--- src/rtl/eeprom_arbiter.sv ---
// Round-robin arbiter sharing one I2C EEPROM controller between two requesters.
// Holds the controller command stable while busy and inserts the write-cycle gap after writes.
module eeprom_arbiter #(
  parameter int WR_WAIT = 250000
) (
  input  logic       CLK,
  input  logic       RSTn,
  input  logic       req0,
  input  logic       wr0,
  input  logic [7:0] addr0,
  input  logic [7:0] wdata0,
  output logic       ack0,
  output logic [7:0] rdata0,
  input  logic       req1,
  input  logic       wr1,
  input  logic [7:0] addr1,
  input  logic [7:0] wdata1,
  output logic       ack1,
  output logic [7:0] rdata1,
  output logic       busy,
  output logic [1:0] Start_Sig,
  output logic [7:0] Addr_Sig,
  output logic [7:0] WrData,
  input  logic [7:0] RdData,
  input  logic       Done_Sig
);

  typedef enum logic [1:0] {IDLE, BUSY, RELEASE, WAIT} state_t;

  localparam logic [19:0] WAIT_LAST = 20'(WR_WAIT - 1);

  state_t      state_q, state_d;
  logic [19:0] cnt_q, cnt_d;
  logic        last_q, last_d;
  logic        gnt_q, gnt_d;
  logic        wr_q, wr_d;
  logic [1:0]  start_q, start_d;
  logic [7:0]  addr_q, addr_d;
  logic [7:0]  wdata_q, wdata_d;
  logic [7:0]  rdata0_q, rdata0_d;
  logic [7:0]  rdata1_q, rdata1_d;
  logic        ack0_q, ack0_d;
  logic        ack1_q, ack1_d;
  logic        busy_q, busy_d;

  // Port 1 wins when it is the only requester, or on a tie when port 0 was served last.
  logic pick1;
  logic sel_wr;
  assign pick1  = req1 & (~req0 | ~last_q);
  assign sel_wr = pick1 ? wr1 : wr0;

  always_comb begin
    state_d  = state_q;
    cnt_d    = cnt_q;
    last_d   = last_q;
    gnt_d    = gnt_q;
    wr_d     = wr_q;
    start_d  = start_q;
    addr_d   = addr_q;
    wdata_d  = wdata_q;
    rdata0_d = rdata0_q;
    rdata1_d = rdata1_q;
    ack0_d   = 1'b0;
    ack1_d   = 1'b0;

    case (state_q)
      IDLE: begin
        if (req0 || req1) begin
          gnt_d   = pick1;
          last_d  = pick1;
          wr_d    = sel_wr;
          addr_d  = pick1 ? addr1 : addr0;
          wdata_d = pick1 ? wdata1 : wdata0;
          start_d = sel_wr ? 2'b01 : 2'b10;
          state_d = BUSY;
        end
      end
      BUSY: begin
        if (Done_Sig) begin
          start_d = 2'b00;
          state_d = RELEASE;
          if (gnt_q) begin
            ack1_d = 1'b1;
            if (!wr_q) rdata1_d = RdData;
          end else begin
            ack0_d = 1'b1;
            if (!wr_q) rdata0_d = RdData;
          end
        end
      end
      RELEASE: begin
        cnt_d   = '0;
        state_d = wr_q ? WAIT : IDLE;
      end
      WAIT: begin
        if (cnt_q == WAIT_LAST) begin
          cnt_d   = '0;
          state_d = IDLE;
        end else begin
          cnt_d = cnt_q + 20'd1;
        end
      end
      default: state_d = IDLE;
    endcase

    busy_d = (state_d != IDLE);
  end

  always_ff @(posedge CLK or negedge RSTn) begin
    if (!RSTn) begin
      state_q  <= IDLE;
      cnt_q    <= '0;
      last_q   <= 1'b1;
      gnt_q    <= 1'b0;
      wr_q     <= 1'b0;
      start_q  <= 2'b00;
      addr_q   <= 8'h00;
      wdata_q  <= 8'h00;
      rdata0_q <= 8'h00;
      rdata1_q <= 8'h00;
      ack0_q   <= 1'b0;
      ack1_q   <= 1'b0;
      busy_q   <= 1'b0;
    end else begin
      state_q  <= state_d;
      cnt_q    <= cnt_d;
      last_q   <= last_d;
      gnt_q    <= gnt_d;
      wr_q     <= wr_d;
      start_q  <= start_d;
      addr_q   <= addr_d;
      wdata_q  <= wdata_d;
      rdata0_q <= rdata0_d;
      rdata1_q <= rdata1_d;
      ack0_q   <= ack0_d;
      ack1_q   <= ack1_d;
      busy_q   <= busy_d;
    end
  end

  assign Start_Sig = start_q;
  assign Addr_Sig  = addr_q;
  assign WrData    = wdata_q;
  assign ack0      = ack0_q;
  assign ack1      = ack1_q;
  assign rdata0    = rdata0_q;
  assign rdata1    = rdata1_q;
  assign busy      = busy_q;

endmodule

--- config.mk ---
export PLATFORM = sky130hd
export DESIGN_NAME = eeprom_arbiter
export DESIGN_NICKNAME = d
export VERILOG_FILES = /design/src/rtl/eeprom_arbiter.sv
export SDC_FILE = /design/constraint.sdc
export NUM_CORES = 1
export LEC_CHECK = 0
export CAP_MARGIN = 20
export CORE_MARGIN = 2
export CORE_UTILIZATION = 45
export DETAILED_ROUTE_END_ITERATION = 10
export PLACE_DENSITY_LB_ADDON = 0.08
export SETUP_SLACK_MARGIN = 0.1
export SYNTH_ARGS = -nofsm -noshare
export SYNTH_HDL_FRONTEND = slang
export SYNTH_SLANG_ARGS = --single-unit
--- constraint.sdc ---
create_clock -name CLK -period 2.1 [get_ports CLK]
set_input_delay 0.21 -clock CLK [delete_from_list [all_inputs] [get_ports CLK]]
set_output_delay 0.21 -clock CLK [all_outputs]
set_load 0.05 [all_outputs]
======== Word-level counts from Yosys, hierarchy flattened ========
Cells that the tools add are included.
storage, ports and cells
  output and inout port bits .............. 37
  input port bits ......................... 47
  bits in registers ....................... 62
operators by class
  muxes and demuxes ....................... 20
  add/sub/neg operators ................... 1
  bitwise gates (word level) .............. 6
  reduce and logical (&&, ||, !) cells .... 9
  equality and inequality tests ........... 6
operators with widths
  operator                                                                 count
  20-bit one-hot mux with 2 select lines                                   1
  20-bit by 1-bit adder with 20-bit output, second input constant          1
  20-bit by 18-bit equality test with 1-bit output, second input constant  1
  20-bit 2-to-1 mux                                                        1
  8-bit 2-to-1 mux                                                         2
  2-bit 2-to-1 mux                                                         7
  2-bit one-hot mux with 4 select lines                                    1
  4-bit AND reduction                                                      2
  1-bit 2-to-1 mux                                                         7
  2-bit nonzero test                                                       3
  2-bit equality test, second input constant                               2
  2-bit inequality test, second input constant                             2
  1-bit NOT                                                                4
  2-bit one-hot mux with 2 select lines                                    1
  3-bit AND reduction                                                      1
  2-bit by 1-bit equality test with 1-bit output, second input constant    1
  2-bit zero test                                                          1
  2-bit AND reduction                                                      1
  1-bit AND                                                                1
  1-bit logical OR                                                         1
  1-bit bitwise OR                                                         1

======== Logic depth before layout (Yosys ltp) ========
Gate-level depths: netlist (run 1).
  depth in word-level cells ............... 7
  depth in mapped cells ................... 7
  gate-level depth less buffers ........... 6

======== Worst setup path before layout (run 1) ========
No wires, ideal clock.
  kind .................................... register -> register
  start point ............................. register cnt_q[0]
  end point ............................... register cnt_q[11]
  cell stages (with the launch flop) ...... 7
  slack ................................... 0.448 ns
  data arrival time ....................... 1.548 ns
  buffers on the path ..................... 0
  cells stage by stage .................... dfrtp_1 -> ha_1 -> and3_1 -> nand4_1 -> o21a_1 -> nand2_2 -> o311ai_1
between the ends
  cells in the longest elaborated chain, start to end .. 3
ends and longest elaborated chain
  element                                                                                                       line     text
  start: declaration                                                                                            33       logic [19:0] cnt_q, cnt_d;
  start signal: assignment                                                                                      126      cnt_q <= cnt_d;
  20-bit by 1-bit adder with 20-bit output or 20-bit by 18-bit equality test with 1-bit output (tied branches)  100, 96
  20-bit 2-to-1 mux *                                                                                           96       if (cnt_q == WAIT_LAST) begin
  20-bit one-hot mux with 2 select lines *                                                                      66       case (state_q)
Mark *: on every way between the ends. The rest lies on a longest branch, timed or not.
A chain may end at the register's enable or synchronous reset.

======== Worst setup path in the final report (run 1) ========
  start point ............................. register cnt_q[0]
  end point ............................... register cnt_q[18]
The elaborated chain is that of the path after synthesis.

==> out/results.tsv, run 1 <==
stage	metric	value	unit
routing	drt total wl	6.35	mm
timing	fmax	561	MHz
yosys	Synth warnings	0	
flow_run	Max-cap violations	0	
yosys	Cell variety after synth	52	
placed_design	DP HPWL	4.49	mm
power_and_ir_drop	Leak	1.79	nW
global_route	largest net degree at the start of global routing	63	
timing	Slew HR	65.0	%
cts	H-tree lvl count	3	
routing	drt pass-1 iters	4	
global_route	first-pass GRT wire length	11.2	mm
power_and_ir_drop	power share of the clock group	46.5	%
yosys	fraction of registers with async set/reset	100	%
floorplanning	die width	85.6	um
yosys	Yosys reg bits	62	
setup_path	Worst setup EP type	flop	
placed_design	RePlAce Congestion	0.798	
timing	Setup Skew	0.00740	ns
placed_design	PortBufs	83	
timing	final hold violation count	0	
routing	Final ANT Viol Nets	0	
global_route	initial antenna violation count	0	
setup_path	Worst Setup SP	cnt_q[0]$_DFFE_PN0P_	
status	status	finished clean	
floorplanning	Rows	29	
timing	hold_ws	0.421	ns
power_and_ir_drop	Int Power	1.99	mW
setup_path	Critical Path RT	2.31	ns
power_and_ir_drop	switch share	20.6	%
floorplanning	full die area	7330	um2
timing	setup TNS	0	ns
yosys	ys flop type	dfrtp_1	
global_route	met1 usage	25.9	%
cells_and_area	filler instances	539	
cts	Clock transition at path regs	0.07	ns
cells_and_area	most frequent cells in the layout	clkdlybuf4s50_1 (82), dfrtp_1 (61), nand2_1 (35), o21ai_0 (24), nand3_1 (20)	
setup_path	RR Startpoint	cnt_q[0]$_DFFE_PN0P_	
power_and_ir_drop	Flop pwr share	47.6	%
cts	TritonCTS Buffers	9	
global_route	met2 Track Usage GR	28.7	%
timing	RSZ-0062 raised after global routing	no	
cells_and_area	fraction of layout cells with a size suffix above 1	14.6	%
cts	setup bufs post-CTS	0	
cts	Clock Latency Late Sink	0.33	ns
global_route	vias in the first global route	2382	
cts	CTS tree	built	
yosys	Cells after Synth	281	
global_route	GRT Resource Usage Total	19.3	%
global_route	GRT overflow	0	
global_route	global routing's busiest layer	met2	
cells_and_area	antenna cells	0	
cells_and_area	most common cell after layout, fill and taps aside	clkdlybuf4s50_1	
timing	fin crit period	1.78	ns
cells_and_area	area grow syn2layout	39.2	%
yosys	Synth Net Count	329	
cts	clk sinks	62	
cts	clock root buffer	clkbuf_8	
floorplanning	die height	85.6	um
power_and_ir_drop	PwrDens	602	nW/um2
cts	CTS max path bufs	2	
setup_path	critical path arrival	1.99	ns
placed_design	DP Cell Count	436	
routing	# DRC	0	
setup_path	peak fanout along the critical path	5	
yosys	Netlist Area Pre-Place	3000	um2
power_and_ir_drop	part of the power in combinational logic	5.9	%
cells_and_area	post-route insts no fill	453	
floorplanning	core area	6390	um2
timing	Slew @ Worst Pin	0.523	ns
setup_path	R2R Setup Slk	0.32	ns
routing	Vias/cell	5.38	
global_route	GRT met3 Usage	7.70	%
timing	Final Max Tran Viols	0	
cells_and_area	NumNets Final	419	
routing	via count	2435	
setup_path	CP Launch Type	flop	
setup_path	FF-to-FF End	cnt_q[18]$_DFFE_PN0P_	
power_and_ir_drop	VDD IR-drop max	0.384	mV
setup_path	kind of critical path	flop to flop	
floorplanning	Starting Density	46.9	%
setup_path	Reg2Reg Depth	6	
routing	wire per inst	14.0	um
power_and_ir_drop	NetSw	0.516	mW
floorplanning	IO Count	84	
timing	final period utilization	85.0	%
timing	Final setup viols	0	
yosys	syn_area_per_cell	10.7	um2
yosys	EDFF count, synth	0	
min_path	Tightest Hold Check Type	input pin to asynchronous set/reset pin	
yosys	post-synthesis sequential area ratio	51.8	%
routing	Initial DRC Count	89	
[layout make-up]
cell class,instances,area [um2],area share [%]
multi-input combinational,196,1350,32.3
tap,77,96.3,2.31
timing repair buffer,93,916,22.0
sequential,62,1550,37.2
clock inverter,5,81.3,1.95
clock buffer,11,141,3.39
inverter,9,33.8,0.810
[power by group through the flow]
stage | Combinational (mW) | Clock, mW | Sequential (mW)
6_report | 0.148 | 1.17 | 1.19
5_1_grt | 0.164 | 1.26 | 1.19
4_1_cts | 0.151 | 1.20 | 1.19
3_5_place_dp | 0.150 | 0 | 1.22
3_3_place_gp | 0.150 | 0 | 1.22
2_1_floorplan | 0.0286 | 0 | 1.22
[metal layers]
metal,part of all wire (%),routed length [um]
met5,0,0
met4,1.1,68
met3,8.8,562
met2,45,2880
met1,45,2850
[kinds of logic (layout without fill, tap and decap cells)]
family          after synthesis  count (layout)  share of synthesized area [%]
simple gates                103             103                           19.7
flops                        62              62                           51.8
compound gates               57              57                           11.9
mux                          35              35                           12.4
buf+inv                      23             118                           3.72
fa+ha+maj                     1               1                          0.417
[sequential cells by signal, indices dropped and copies added, names as in the netlist]
| signal | cells |
|---|---|
| ack0 | 1 |
| WrData | 8 |
| state_q | 2 |
| ack1 | 1 |
| gnt_q | 1 |
| wr_q | 1 |
| cnt_q | 20 |
| rdata0 | 8 |
| rdata1 | 8 |
| Addr_Sig | 8 |
| last_q | 1 |
| busy | 1 |
| Start_Sig | 2 |
[stage by stage]
| step | power (mW) | utilization, % | setup slack (ns) | instance area [um2] |
|---|---|---|---|---|
| 2_1_floorplan | 1.25 | - | 0.448 | 3000 |
| 3_5_place_dp | 1.37 | 61.5 | 0.259 | 3930 |
| 5_1_grt | 2.62 | 65.3 | 0.135 | 4170 |
| 4_1_cts | 2.55 | 65.2 | 0.269 | 4160 |
| 3_3_place_gp | 1.37 | 61.5 | 0.289 | 3930 |
| 6_report | 2.51 | 65.3 | 0.316 | 4170 |
[worst max-delay path, stage by stage (launching register included)]
cell,delay [ns]
dfrtp_1,0.42
ha_2,0.24
nand4_1,0.21
nor3_2,0.37
nand3_1,0.15
a31oi_1,0.19
o31ai_1,0.10
[synthesized netlist by cell type (3+ instances only)]
cell type / number / share of area (%)
o21ai_1: 3 / 0.50
nor4_1: 3 / 0.63
a21oi_1: 4 / 0.67
clkbuf_1: 6 / 0.75
o31ai_1: 3 / 0.75
nand3_1: 20 / 3.3
nand2b_1: 6 / 1.3
mux2_2: 11 / 4.1
nand3_2: 3 / 1.0
mux2_1: 6 / 2.3
a31oi_1: 4 / 0.83
buf_2: 4 / 0.67
nor2_1: 8 / 1.0
nor3_1: 3 / 0.50
nand2_1: 35 / 4.4
nand4_1: 6 / 1.3
o311ai_1: 5 / 1.5
inv_1: 8 / 1.0
o21ai_0: 24 / 4.0
dfrtp_1: 61 / 51
mux2i_1: 18 / 6.0
[how the worst max path moves through the flow]
stage / end / slack [ns] / cells after the start
after global routing: cnt_q[16]$_DFFE_PN0P_ / 0.14 / 6
final: cnt_q[18]$_DFFE_PN0P_ / 0.32 / 6
after floorplan: cnt_q[11]$_DFFE_PN0P_ / 0.45 / 6
after global placement: rdata1[4]$_DFFE_PN0P_ / 0.29 / 4
after detailed placement: rdata1[1]$_DFFE_PN0P_ / 0.26 / 4
after CTS: cnt_q[15]$_DFFE_PN0P_ / 0.27 / 6
[timing repair]
action | CTS | global route
endpoints found under the hold margin | 61 | 0
gates resized for setup | 0 | 2
hold buffers | 1 | 0
setup endpoints to repair | 0 | 1
Power figures use the tool's default switching activity.
==> run 2: changes to the inputs <==
CORE_UTILIZATION = 43   (was 45)
clock period = 1.5 ns   (was 2.1 ns; I/O delays follow)
==> run 2 against run 1 <==
The flow now finishes with violations (negative setup slack). Setup slack worse by 0.58 ns. Flip-flop and latch count unchanged. Design area up 12%. Power up 28%. First-iteration DRC count up 56%. Die area up 4.4%. Critical path depth unchanged. Critical path type unchanged. Largest cell class unchanged. Highest routed layer unchanged.
==> out/results.tsv, run 2 (synthesis gave the netlist of run 1 again) <==
stage	metric	value	unit	change
cts	H-tree lvl count	3		unchanged
setup_path	Worst Setup SP	cnt_q[12]$_DFFE_PN0P_		was cnt_q[0]$_DFFE_PN0P_
power_and_ir_drop	PwrDens	685	nW/um2	was 602 nW/um2
setup_path	CP Launch Type	flop		unchanged
timing	Slew @ Worst Pin	0.335	ns	was 0.523 ns
cts	CTS tree	built		unchanged
routing	drt total wl	7.69	mm	was 6.35 mm
cells_and_area	most frequent cells in the layout	buf_4 (81), dfrtp_1 (61), clkdlybuf4s50_1 (45), nand2_1 (33), o21ai_0 (21)		was clkdlybuf4s50_1 (82), dfrtp_1 (61), nand2_1 (35), o21ai_0 (24), nand3_1 (20)
routing	Vias/cell	5.29		was 5.38
floorplanning	IO Count	84		unchanged
setup_path	critical path arrival	1.96	ns	was 1.99 ns
cells_and_area	post-route insts no fill	504		was 453
routing	wire per inst	15.3	um	was 14.0 um
cts	clock root buffer	clkbuf_8		unchanged
cts	Clock transition at path regs	0.07	ns	about the same
setup_path	Reg2Reg Depth	6		unchanged
placed_design	DP Cell Count	478		was 436
routing	Final ANT Viol Nets	0		unchanged
timing	RSZ-0062 raised after global routing	yes		was no
timing	fmax	568	MHz	was 561 MHz
cells_and_area	NumNets Final	467		was 419
global_route	GRT Resource Usage Total	20.7	%	was 19.3%
floorplanning	Rows	30		was 29
cells_and_area	fraction of layout cells with a size suffix above 1	39.2	%	was 14.6%
cts	Clock Latency Late Sink	0.34	ns	was 0.33 ns
routing	Initial DRC Count	139		was 89
floorplanning	core area	6760	um2	was 6390 um2
flow_run	Max-cap violations	0		unchanged
floorplanning	full die area	7650	um2	was 7330 um2
power_and_ir_drop	Tot Pwr	3.20	mW	was 2.51 mW
power_and_ir_drop	Leak	2.13	nW	was 1.79 nW
global_route	vias in the first global route	2675		was 2382
placed_design	DP HPWL	5.18	mm	was 4.49 mm
routing	drt pass-1 iters	4		unchanged
timing	final period utilization	117	%	was 85.0%
floorplanning	die height	87.5	um	was 85.6 um
cells_and_area	area grow syn2layout	55.9	%	was 39.2%
floorplanning	Starting Density	44.4	%	was 46.9%
status	status	complete, but fails checks		was finished clean
min_path	Tightest Hold Check Type	input pin to asynchronous set/reset pin		unchanged
status	failing checks	negative setup slack		
cells_and_area	most common cell after layout, fill and taps aside	buf_4		was clkdlybuf4s50_1
setup_path	R2R Setup Slk	-0.26	ns	was 0.32 ns
cts	clk sinks	62		unchanged
timing	final hold violation count	0		unchanged
global_route	GRT overflow	0		unchanged
global_route	largest net degree at the start of global routing	63		unchanged
timing	fin crit period	1.76	ns	was 1.78 ns
setup_path	FF-to-FF End	cnt_q[12]$_DFFE_PN0P_		was cnt_q[18]$_DFFE_PN0P_
global_route	first-pass GRT wire length	12.3	mm	was 11.2 mm
floorplanning	die width	87.5	um	was 85.6 um
cells_and_area	max FFs per register	20		unchanged
placed_design	PortBufs	83		unchanged
setup_path	Critical Path RT	1.69	ns	was 2.31 ns
timing	Worst Slack Setup Final	-0.262	ns	was 0.316 ns
cells_and_area	Top reg by flops	cnt_q		unchanged
cts	TritonCTS Buffers	9		unchanged
setup_path	peak fanout along the critical path	7		was 5
setup_path	Worst setup EP type	flop		unchanged
timing	Final setup viols	21		was 0
routing	# DRC	0		unchanged
power_and_ir_drop	VDD IR-drop max	0.467	mV	was 0.384 mV
global_route	initial antenna violation count	0		unchanged
placed_design	RePlAce Congestion	0.825		was 0.798
cts	CTS max path bufs	2		unchanged
timing	Final Max Tran Viols	0		unchanged
cells_and_area	final core utilization	69.2	%	was 65.3%
timing	Setup Skew	0.00831	ns	was 0.00740 ns
timing	Slew HR	77.7	%	was 65.0%
cells_and_area	antenna cells	0		unchanged
setup_path	kind of critical path	flop to flop		unchanged
routing	via count	2664		was 2435
setup_path	RR Startpoint	cnt_q[12]$_DFFE_PN0P_		was cnt_q[0]$_DFFE_PN0P_
## run 2: changes by cell type in the layout (fill, tap and decap cells not counted), sizes merged
cell / change
buf: +85
bufinv: -2
clkdlybuf4s50: -37
clkinv: +3
inv: -1
## run 2: timing repair
| action | in CTS | in global routing |
|---|---|---|
| endpoints found under the hold margin | 61 | 0 |
| setup buffers | 4 | 5 |
| gates resized for setup | 23 | 14 |
| hold buffers | 1 | 0 |
| gates cloned | 0 | 0 |
| pin swaps | 19 | 9 |
| setup endpoints to repair | 30 | 55 |
## run 2: routing by layer
metal	GRT usage, %	share of wire [%]	wire [um]	up-vias
met3	6.16	7.5	579	12
met5	0	0	0	-
met1	27.1	44	3350	1247
met2	32.5	47	3630	110
met4	7.41	1.6	124	0
li1	-	-	-	1295
## run 2: power by group
group          total (mW)  internal (mW)  switching [mW]
Sequential           1.67           1.67               0
Combinational       0.218          0.141          0.0764
Clock                1.31          0.645           0.669
Total                3.20           2.46           0.745
## run 2: layout make-up
class | instances | area (um2)
fill | 548 | 2080
sequential | 62 | 1550
multi-input combinational | 196 | 1540
timing repair buffer | 141 | 1260
clock buffer | 11 | 141
tap | 80 | 100
inverter | 9 | 36.3
clock inverter | 5 | 35.0
## run 2: through the flow
step | TNS (ns) | hold slack, ns | setup slack (ns) | cell area, um2
finish | -4.13 | 0.356 | -0.262 | 4670
global route | -5.87 | 0.398 | -0.338 | 4670
CTS | -2.20 | 0.369 | -0.173 | 4550
detailed placement | -5.20 | 0.190 | -0.195 | 4240
global placement | -3.77 | 0.188 | -0.135 | 4240
floorplan | -2.11 | -0.146 | -0.130 | 3080
## run 2: worst max-delay path by stage
stage	endpoint	slack [ns]
after CTS	cnt_q[3]$_DFFE_PN0P_	-0.17
after global routing	cnt_q[12]$_DFFE_PN0P_	-0.34
final	cnt_q[12]$_DFFE_PN0P_	-0.26
after global placement	cnt_q[10]$_DFFE_PN0P_	-0.13
after detailed placement	cnt_q[12]$_DFFE_PN0P_	-0.20
after floorplan	cnt_q[3]$_DFFE_PN0P_	-0.13
## run 2: worst max-delay path, cell delays in order (launching register included)
cell,delay [ns]
dfrtp_1,0.49
nor4b_2,0.28
nand4_1,0.22
o21a_2,0.30
buf_6,0.14
nand3_2,0.08
o311ai_1,0.11
